File: src/rtl/ssd_scan_ctrl_if.sv
// Bundle of the CPU-side request/status lines and the board display pins for ssd_scan_ctrl.
// Handshake: load is accepted on a rising edge only while busy=0; busy then stays high until the new digits are committed.
interface ssd_scan_ctrl_if #(
    parameter int DATA_W     = 16,
    parameter int NUM_DIGITS = 4
);
    logic [DATA_W-1:0]     value;
    logic [1:0]            mode;
    logic                  load;
    logic                  busy;
    logic                  overflow;
    logic [NUM_DIGITS-1:0] anode;
    logic [6:0]            seg;
    logic                  dp;

    modport master (
        output value, mode, load,
        input  busy, overflow, anode, seg, dp
    );

    modport slave (
        input  value, mode, load,
        output busy, overflow, anode, seg, dp
    );
endinterface

File: src/rtl/ssd_scan_ctrl.sv
// Seven-segment scan controller: hex / unsigned / signed decimal display of a CPU value,
// with sequential double-dabble conversion and a free-running multiplexed digit scan.
module ssd_scan_ctrl #(
    parameter int DATA_W      = 16,
    parameter int NUM_DIGITS  = 4,
    parameter int REFRESH_DIV = 100000
) (
    input  logic           clk,
    input  logic           rst,
    ssd_scan_ctrl_if.slave bus,
    output logic [1:0]     dbg_state
);
    localparam int BCD_DIGITS = (DATA_W * 3) / 10 + 1;
    localparam int BCD_W      = BCD_DIGITS * 4;
    localparam int PAD_DIGITS = (BCD_DIGITS > NUM_DIGITS) ? BCD_DIGITS : NUM_DIGITS;
    localparam int PAD_W      = PAD_DIGITS * 4;
    localparam int HEX_W      = NUM_DIGITS * 4;
    localparam int CNT_W      = (REFRESH_DIV > 2) ? $clog2(REFRESH_DIV) : 1;
    localparam int IDX_W      = (NUM_DIGITS > 1) ? $clog2(NUM_DIGITS) : 1;
    localparam int ITER_W     = $clog2(DATA_W + 1);

    localparam logic [6:0] SEG_ZERO  = 7'b1000000;
    localparam logic [6:0] SEG_DASH  = 7'b0111111;
    localparam logic [6:0] SEG_BLANK = 7'b1111111;

    typedef enum logic [1:0] {
        S_IDLE   = 2'd0,
        S_CONV   = 2'd1,
        S_COMMIT = 2'd2
    } state_t;

    state_t state, state_nxt;
    logic   load_ok;
    logic   is_dec;

    logic [DATA_W-1:0] sh;
    logic [BCD_W-1:0]  bcd, bcd_adj;
    logic [ITER_W-1:0] iter;
    logic              dec_mode, signed_mode, neg;

    logic [6:0] disp     [NUM_DIGITS];
    logic [6:0] disp_nxt [NUM_DIGITS];
    logic       overflow_r, ovf_nxt;

    logic [CNT_W-1:0]      cnt;
    logic [IDX_W-1:0]      idx, idx_nxt;
    logic [NUM_DIGITS-1:0] anode_r;
    logic [6:0]            seg_r;

    function automatic logic [6:0] seg_code(input logic [3:0] d);
        case (d)
            4'h0: seg_code = 7'b1000000;
            4'h1: seg_code = 7'b1111001;
            4'h2: seg_code = 7'b0100100;
            4'h3: seg_code = 7'b0110000;
            4'h4: seg_code = 7'b0011001;
            4'h5: seg_code = 7'b0010010;
            4'h6: seg_code = 7'b0000010;
            4'h7: seg_code = 7'b1111000;
            4'h8: seg_code = 7'b0000000;
            4'h9: seg_code = 7'b0010000;
            4'hA: seg_code = 7'b0001000;
            4'hB: seg_code = 7'b0000011;
            4'hC: seg_code = 7'b1000110;
            4'hD: seg_code = 7'b0100001;
            4'hE: seg_code = 7'b0000110;
            default: seg_code = 7'b0001110;
        endcase
    endfunction

    assign is_dec = (bus.mode == 2'b01) || (bus.mode == 2'b10);

    always_ff @(posedge clk or posedge rst) begin
        if (rst) state <= S_IDLE;
        else     state <= state_nxt;
    end

    always_comb begin
        state_nxt = state;
        load_ok   = 1'b0;
        case (state)
            S_IDLE: begin
                if (bus.load) begin
                    load_ok   = 1'b1;
                    state_nxt = is_dec ? S_CONV : S_COMMIT;
                end
            end
            S_CONV: begin
                if (iter == ITER_W'(DATA_W - 1)) state_nxt = S_COMMIT;
            end
            S_COMMIT: state_nxt = S_IDLE;
            default:  state_nxt = S_IDLE;
        endcase
    end

    // Add-3 correction applied to every BCD digit before each shift.
    always_comb begin
        bcd_adj = bcd;
        for (int j = 0; j < BCD_DIGITS; j++) begin
            if (bcd[j*4 +: 4] >= 4'd5) bcd_adj[j*4 +: 4] = bcd[j*4 +: 4] + 4'd3;
        end
    end

    always_ff @(posedge clk or posedge rst) begin
        if (rst) begin
            sh          <= '0;
            bcd         <= '0;
            iter        <= '0;
            dec_mode    <= 1'b0;
            signed_mode <= 1'b0;
            neg         <= 1'b0;
            overflow_r  <= 1'b0;
            for (int i = 0; i < NUM_DIGITS; i++) disp[i] <= SEG_ZERO;
        end else begin
            case (state)
                S_IDLE: begin
                    if (load_ok) begin
                        dec_mode    <= is_dec;
                        signed_mode <= (bus.mode == 2'b10);
                        bcd         <= '0;
                        iter        <= '0;
                        if (bus.mode == 2'b10 && bus.value[DATA_W-1]) begin
                            sh  <= ~bus.value + DATA_W'(1);
                            neg <= 1'b1;
                        end else begin
                            sh  <= bus.value;
                            neg <= 1'b0;
                        end
                    end
                end
                S_CONV: begin
                    {bcd, sh} <= {bcd_adj, sh} << 1;
                    iter      <= iter + 1'b1;
                end
                S_COMMIT: begin
                    disp       <= disp_nxt;
                    overflow_r <= ovf_nxt;
                end
                default: ;
            endcase
        end
    end

    // Digit images for the commit: hex nibbles, or blanked/dashed decimal digits.
    logic [HEX_W-1:0] hex_pad;
    logic [PAD_W-1:0] bcd_pad;
    logic             nz;
    int               limit;

    always_comb begin
        hex_pad = HEX_W'(sh);
        bcd_pad = PAD_W'(bcd);
        ovf_nxt = 1'b0;
        nz      = 1'b0;
        limit   = signed_mode ? NUM_DIGITS - 1 : NUM_DIGITS;
        for (int i = 0; i < NUM_DIGITS; i++) disp_nxt[i] = SEG_BLANK;
        if (!dec_mode) begin
            for (int i = 0; i < NUM_DIGITS; i++) begin
                if (i < DATA_W / 4) disp_nxt[i] = seg_code(hex_pad[i*4 +: 4]);
            end
        end else begin
            for (int j = 0; j < PAD_DIGITS; j++) begin
                if (j >= limit && bcd_pad[j*4 +: 4] != 4'd0) ovf_nxt = 1'b1;
            end
            if (ovf_nxt) begin
                for (int i = 0; i < NUM_DIGITS; i++) disp_nxt[i] = SEG_DASH;
            end else begin
                for (int i = NUM_DIGITS - 1; i >= 0; i--) begin
                    if (bcd_pad[i*4 +: 4] != 4'd0) nz = 1'b1;
                    if (nz || i == 0) disp_nxt[i] = seg_code(bcd_pad[i*4 +: 4]);
                end
                if (neg) disp_nxt[NUM_DIGITS-1] = SEG_DASH;
            end
        end
    end

    assign idx_nxt = (idx == IDX_W'(NUM_DIGITS - 1)) ? '0 : idx + 1'b1;

    // seg reloads the current digit between advances so a commit shows up one edge later.
    always_ff @(posedge clk or posedge rst) begin
        if (rst) begin
            cnt     <= '0;
            idx     <= '0;
            anode_r <= {{(NUM_DIGITS-1){1'b1}}, 1'b0};
            seg_r   <= SEG_ZERO;
        end else if (cnt == CNT_W'(REFRESH_DIV - 1)) begin
            cnt     <= '0;
            idx     <= idx_nxt;
            anode_r <= ~(NUM_DIGITS'(1) << idx_nxt);
            seg_r   <= disp[idx_nxt];
        end else begin
            cnt   <= cnt + 1'b1;
            seg_r <= disp[idx];
        end
    end

    assign bus.busy     = (state != S_IDLE);
    assign bus.overflow = overflow_r;
    assign bus.anode    = anode_r;
    assign bus.seg      = seg_r;
    assign bus.dp       = 1'b1;
    assign dbg_state    = state;
endmodule

File: src/flat_wrapper.sv
// flat-port wrapper written by rule: the top's interface ports become plain ports
module ssd_scan_ctrl_flat 
#(
    parameter int DATA_W      = 16,
    parameter int NUM_DIGITS  = 4,
    parameter int REFRESH_DIV = 100000
)
  (clk, rst, dbg_state, bus_value, bus_mode, bus_load, bus_busy, bus_overflow, bus_anode, bus_seg, bus_dp);
  ssd_scan_ctrl_if #(.DATA_W(DATA_W), .NUM_DIGITS(NUM_DIGITS)) bus_i ();
  input  logic clk;
  input  logic rst;
  output logic [1:0] dbg_state;
  input wire logic [$bits(bus_i.value)-1:0] bus_value;
  input wire logic [$bits(bus_i.mode)-1:0] bus_mode;
  input wire logic [$bits(bus_i.load)-1:0] bus_load;
  output wire logic [$bits(bus_i.busy)-1:0] bus_busy;
  output wire logic [$bits(bus_i.overflow)-1:0] bus_overflow;
  output wire logic [$bits(bus_i.anode)-1:0] bus_anode;
  output wire logic [$bits(bus_i.seg)-1:0] bus_seg;
  output wire logic [$bits(bus_i.dp)-1:0] bus_dp;
  assign bus_i.value = bus_value;
  assign bus_i.mode = bus_mode;
  assign bus_i.load = bus_load;
  assign bus_busy = bus_i.busy;
  assign bus_overflow = bus_i.overflow;
  assign bus_anode = bus_i.anode;
  assign bus_seg = bus_i.seg;
  assign bus_dp = bus_i.dp;
  ssd_scan_ctrl #(.DATA_W(DATA_W), .NUM_DIGITS(NUM_DIGITS), .REFRESH_DIV(REFRESH_DIV)) u_core (.clk(clk), .rst(rst), .bus(bus_i), .dbg_state(dbg_state));
endmodule
File: config.mk
export PLATFORM = sky130hd
export DESIGN_NAME = ssd_scan_ctrl_flat
export DESIGN_NICKNAME = d
export VERILOG_FILES = /design/src/rtl/ssd_scan_ctrl_if.sv /design/src/rtl/ssd_scan_ctrl.sv /design/src/flat_wrapper.sv
export SDC_FILE = /design/constraint.sdc
export NUM_CORES = 1
export LEC_CHECK = 0
export ABC_AREA = 1
export CORE_MARGIN = 4
export CORE_UTILIZATION = 40
export DETAILED_ROUTE_END_ITERATION = 8
export PLACE_DENSITY = 0.67
export SKIP_CTS_REPAIR_TIMING = 1
export SLEW_MARGIN = 20
export SYNTH_ARGS = -nofsm -noshare
export SYNTH_HDL_FRONTEND = slang
export SYNTH_SLANG_ARGS = --single-unit
File: constraint.sdc
create_clock -name clk -period 5.2 [get_ports clk]
set_clock_uncertainty 0.2 [all_clocks]
set_input_delay 0.78 -clock clk [delete_from_list [all_inputs] [get_ports clk]]
set_output_delay 0.78 -clock clk [all_outputs]
set_load 0.05 [all_outputs]
==> metrics.txt <==
status=complete, no violations; layout cell share with drive strength beyond 1=4.614%; Reg2Reg Depth=6; Clock Pin Slew Worst Setup and Hold Paths=0.07 ns; CP cell instances=nor2_1 > inv_1 > clkdlybuf4s50_1; number of I/O pins=37; Remaining DRCs=0; row cnt=51; HPWL after DPL=14600 um; compound-cell area share of the yosys netlist=19.56%; Initial Util=40.55%; main combinational cell family by area after synthesis=simple AND/OR/NAND/NOR gates; Setup CP Type=flop to output port; Crit path depth=3; Final ANT Viol Nets=0; area share of the largest cell type after synthesis=30.86%; CP max FO=19; setup TNS=0 ns; Final Critical Period=3.072 ns; clk_lat worst skew=0.36 ns; Synth top cells by count=257 x nand2_1, 137 x o21ai_0, 124 x inv_1; Peak Freq=325.5 MHz; Final Instance Area=0.008696 sq mm; Peak supply drop=0.0004278 V; remaining global-route overflow=0; vias in the first global route=6749; largest net degree at the start of global routing=82; worst endpoint data arrival time=2.09 ns; Detailed Route Iter0 Violations=529; Core Area=0.01940 sq mm; Leak=0.004090 uW; DRT Wirelength=19650 um; Cell Area, Placed=0.008383 sq mm; ys async rst share=100.0%; period utilisation layout=59.08%; Synth warnings=0; Synth Area in Adders=10.82%; Pre-antenna DRT Iters=5; top cell type by total area after synthesis=dfrtp_1; setup repair after global routing missed its margin=no; WHS=0.2742 ns; top cells by area, synth=dfrtp_1 31%, nand2_1 12%, ha_1 11%; drt via density=5.226; final setup violation count=0; PortBufs=35; WL/cell=14.11 um; post-synth net total=1202; Slowest-stage cell, CP=clkdlybuf4s50_1; Post-Syn Instances=1113; crit path launch=u_core.dbg_state[0]$_DFFE_PP0P_; type of the tightest min-delay check=flop to flop; Mapped Area=0.007866 sq mm; nets=1211; Area Overhead vs Synth=10.55%; Num CTS Buffers=9; GRT Total Usage=18.20%; Hold Path Origin=u_core.bus.anode[3]$_DFFE_PP1N_; PD cells=495.8 mW/mm^2; ANT cells=0; clock buffer depth=2; Worst Tran Pin Value=1.038 ns; Worst setup EP type=output port; Critical path buffers and inverters=2; most common flop cell mapped by yosys=dfrtp_1; Yosys reg bits=105; CTS tree=done; initial antenna violation count=0; Avg Cell Area, Syn=7.068 sq um; Max stage delay on crit path=0.79 ns; Seq/Total Area, Yosys=33.53%; post-synthesis mux area share=0%; Worst EP required=4.22 ns; Reg-to-Reg End=u_core.bus.seg[3]$_DFF_PP0_; Slew Limit Fails=0; Final Hold Viols=0; Max-Cap Viols=0; total power=4312 uW; post-synthesis simple-gate area fraction=25.77%; reg2reg start=u_core.idx[0]$_DFFE_PP0N_; critical path startpoint category=flop; CP endpoint=bus_busy; die height=148.2 um; Worst R2R Setup Slack=2.38 ns; Post-synth EDFFs=0; die area=0.02197 sq mm; delay-heaviest family, CP=buffers and inverters; XOR/XNOR Fraction of Synth Area=1.559%; via count=7274; most numerous cell in the Yosys netlist=nand2_1; Final Wtd Congestion=0.9209; H-tree depth=3; clock sinks=105; global-route wire length before repair=33050 um; Slew HR=30.54%; Yosys cell types=44; die width=148.2 um; root buf cell=clkbuf_16
-- registers in the layout, summed over array words and instances (netlist names) --
register / flops
u_core.disp: 28
u_core.bcd: 20
u_core.cnt: 17
u_core.hex_pad: 16
u_core.bus.seg: 7
u_core.iter: 5
u_core.bus.anode: 4
u_core.dbg_state: 2
u_core.idx: 2
u_core.bus.overflow: 1
u_core.dec_mode: 1
u_core.neg: 1
u_core.signed_mode: 1
-- metrics by stage --
stage	cells	worst slack, ns	util [%]
after floorplan	1113	1.473	-
after global placement	1376	2.246	43.21
after detailed placement	1376	2.183	43.21
after CTS	1392	2.111	44.81
after global routing	1392	2.036	44.83
final	1392	2.128	44.83
-- report_power, final --
part	leakage (uW)	switching [uW]	total, uW	internal (uW)
logic	0.00260	1450	2170	723
registers	0.00134	337	1420	1080
clock network	0.000153	322	718	396
total	0.00409	2110	4310	2200
-- layout by cell type (no fill, tap or decap), types with 3 or more instances in the layout --
cell type / instances
nand3_2: 3
dfrtp_1: 97
nand3_1: 76
inv_2: 3
xor2_1: 14
a22oi_1: 5
buf_4: 3
nor2_1: 103
o21ai_1: 11
nand4_1: 11
inv_6: 4
o22ai_1: 12
clkdlybuf4s50_1: 35
o21ai_0: 137
nor2_4: 5
o211ai_1: 17
a31oi_1: 8
nand2_2: 5
nor3_1: 7
clkbuf_16: 9
nand2_1: 257
a21oi_1: 70
o21a_1: 3
nand2_4: 3
ha_1: 68
inv_1: 123
o31ai_1: 4
clkinv_1: 5
dfstp_2: 8
-- area by class of cell --
| type | count | area, sq um |
|---|---|---|
| Clock buffer | 11 | 242.7 |
| Sequential cell | 105 | 2638 |
| Inverter | 132 | 500.5 |
| Tap cell | 265 | 331.6 |
| Multi-Input combinational cell | 836 | 4543 |
| Fill cell | 2054 | 10700 |
| Timing Repair Buffer | 38 | 372.9 |
| Clock inverter | 5 | 67.56 |
-- metal layers --
| metal | global-route usage (%) | share of wire [%] |
|---|---|---|
| met5 | 0 | 0 |
| met1 | 25.71 | 48 |
| met2 | 28.71 | 44 |
| met4 | 4.434 | 1.5 |
| met3 | 3.839 | 6.1 |
-- worst min-delay path by stage --
stage                                 endpoint  slack [ns]  cells past startpoint
2_1_floorplan          u_core.cnt[0]$_DFF_PP0_        0.23                      1
3_3_place_gp           u_core.cnt[0]$_DFF_PP0_        0.25                      1
3_5_place_dp   u_core.bus.anode[3]$_DFFE_PP1N_        0.26                      2
4_1_cts        u_core.bus.anode[3]$_DFFE_PP1N_        0.28                      2
5_1_grt                u_core.cnt[0]$_DFF_PP0_        0.30                      1
6_report       u_core.bus.anode[3]$_DFFE_PP1N_        0.27                      2
-- tightest hold or removal path: cells and delay by family, from the launching register on --
family / cells / cell delay (ns)
flip-flops: 1 / 0.37
AO/OA/AOI/OAI: 1 / 0.05
AND/OR/NAND/NOR: 1 / 0.05
-- kinds of logic after synthesis --
kind of cell | count (synthesis)
AOI/OAI and AO/OA | 279
DFF | 105
buffers and inverters | 172
and+or+nand+nor | 474
xor gates and xnor gates | 14
adders and majority gates | 68
other | 1
Power figures use the tool's default switching activity.
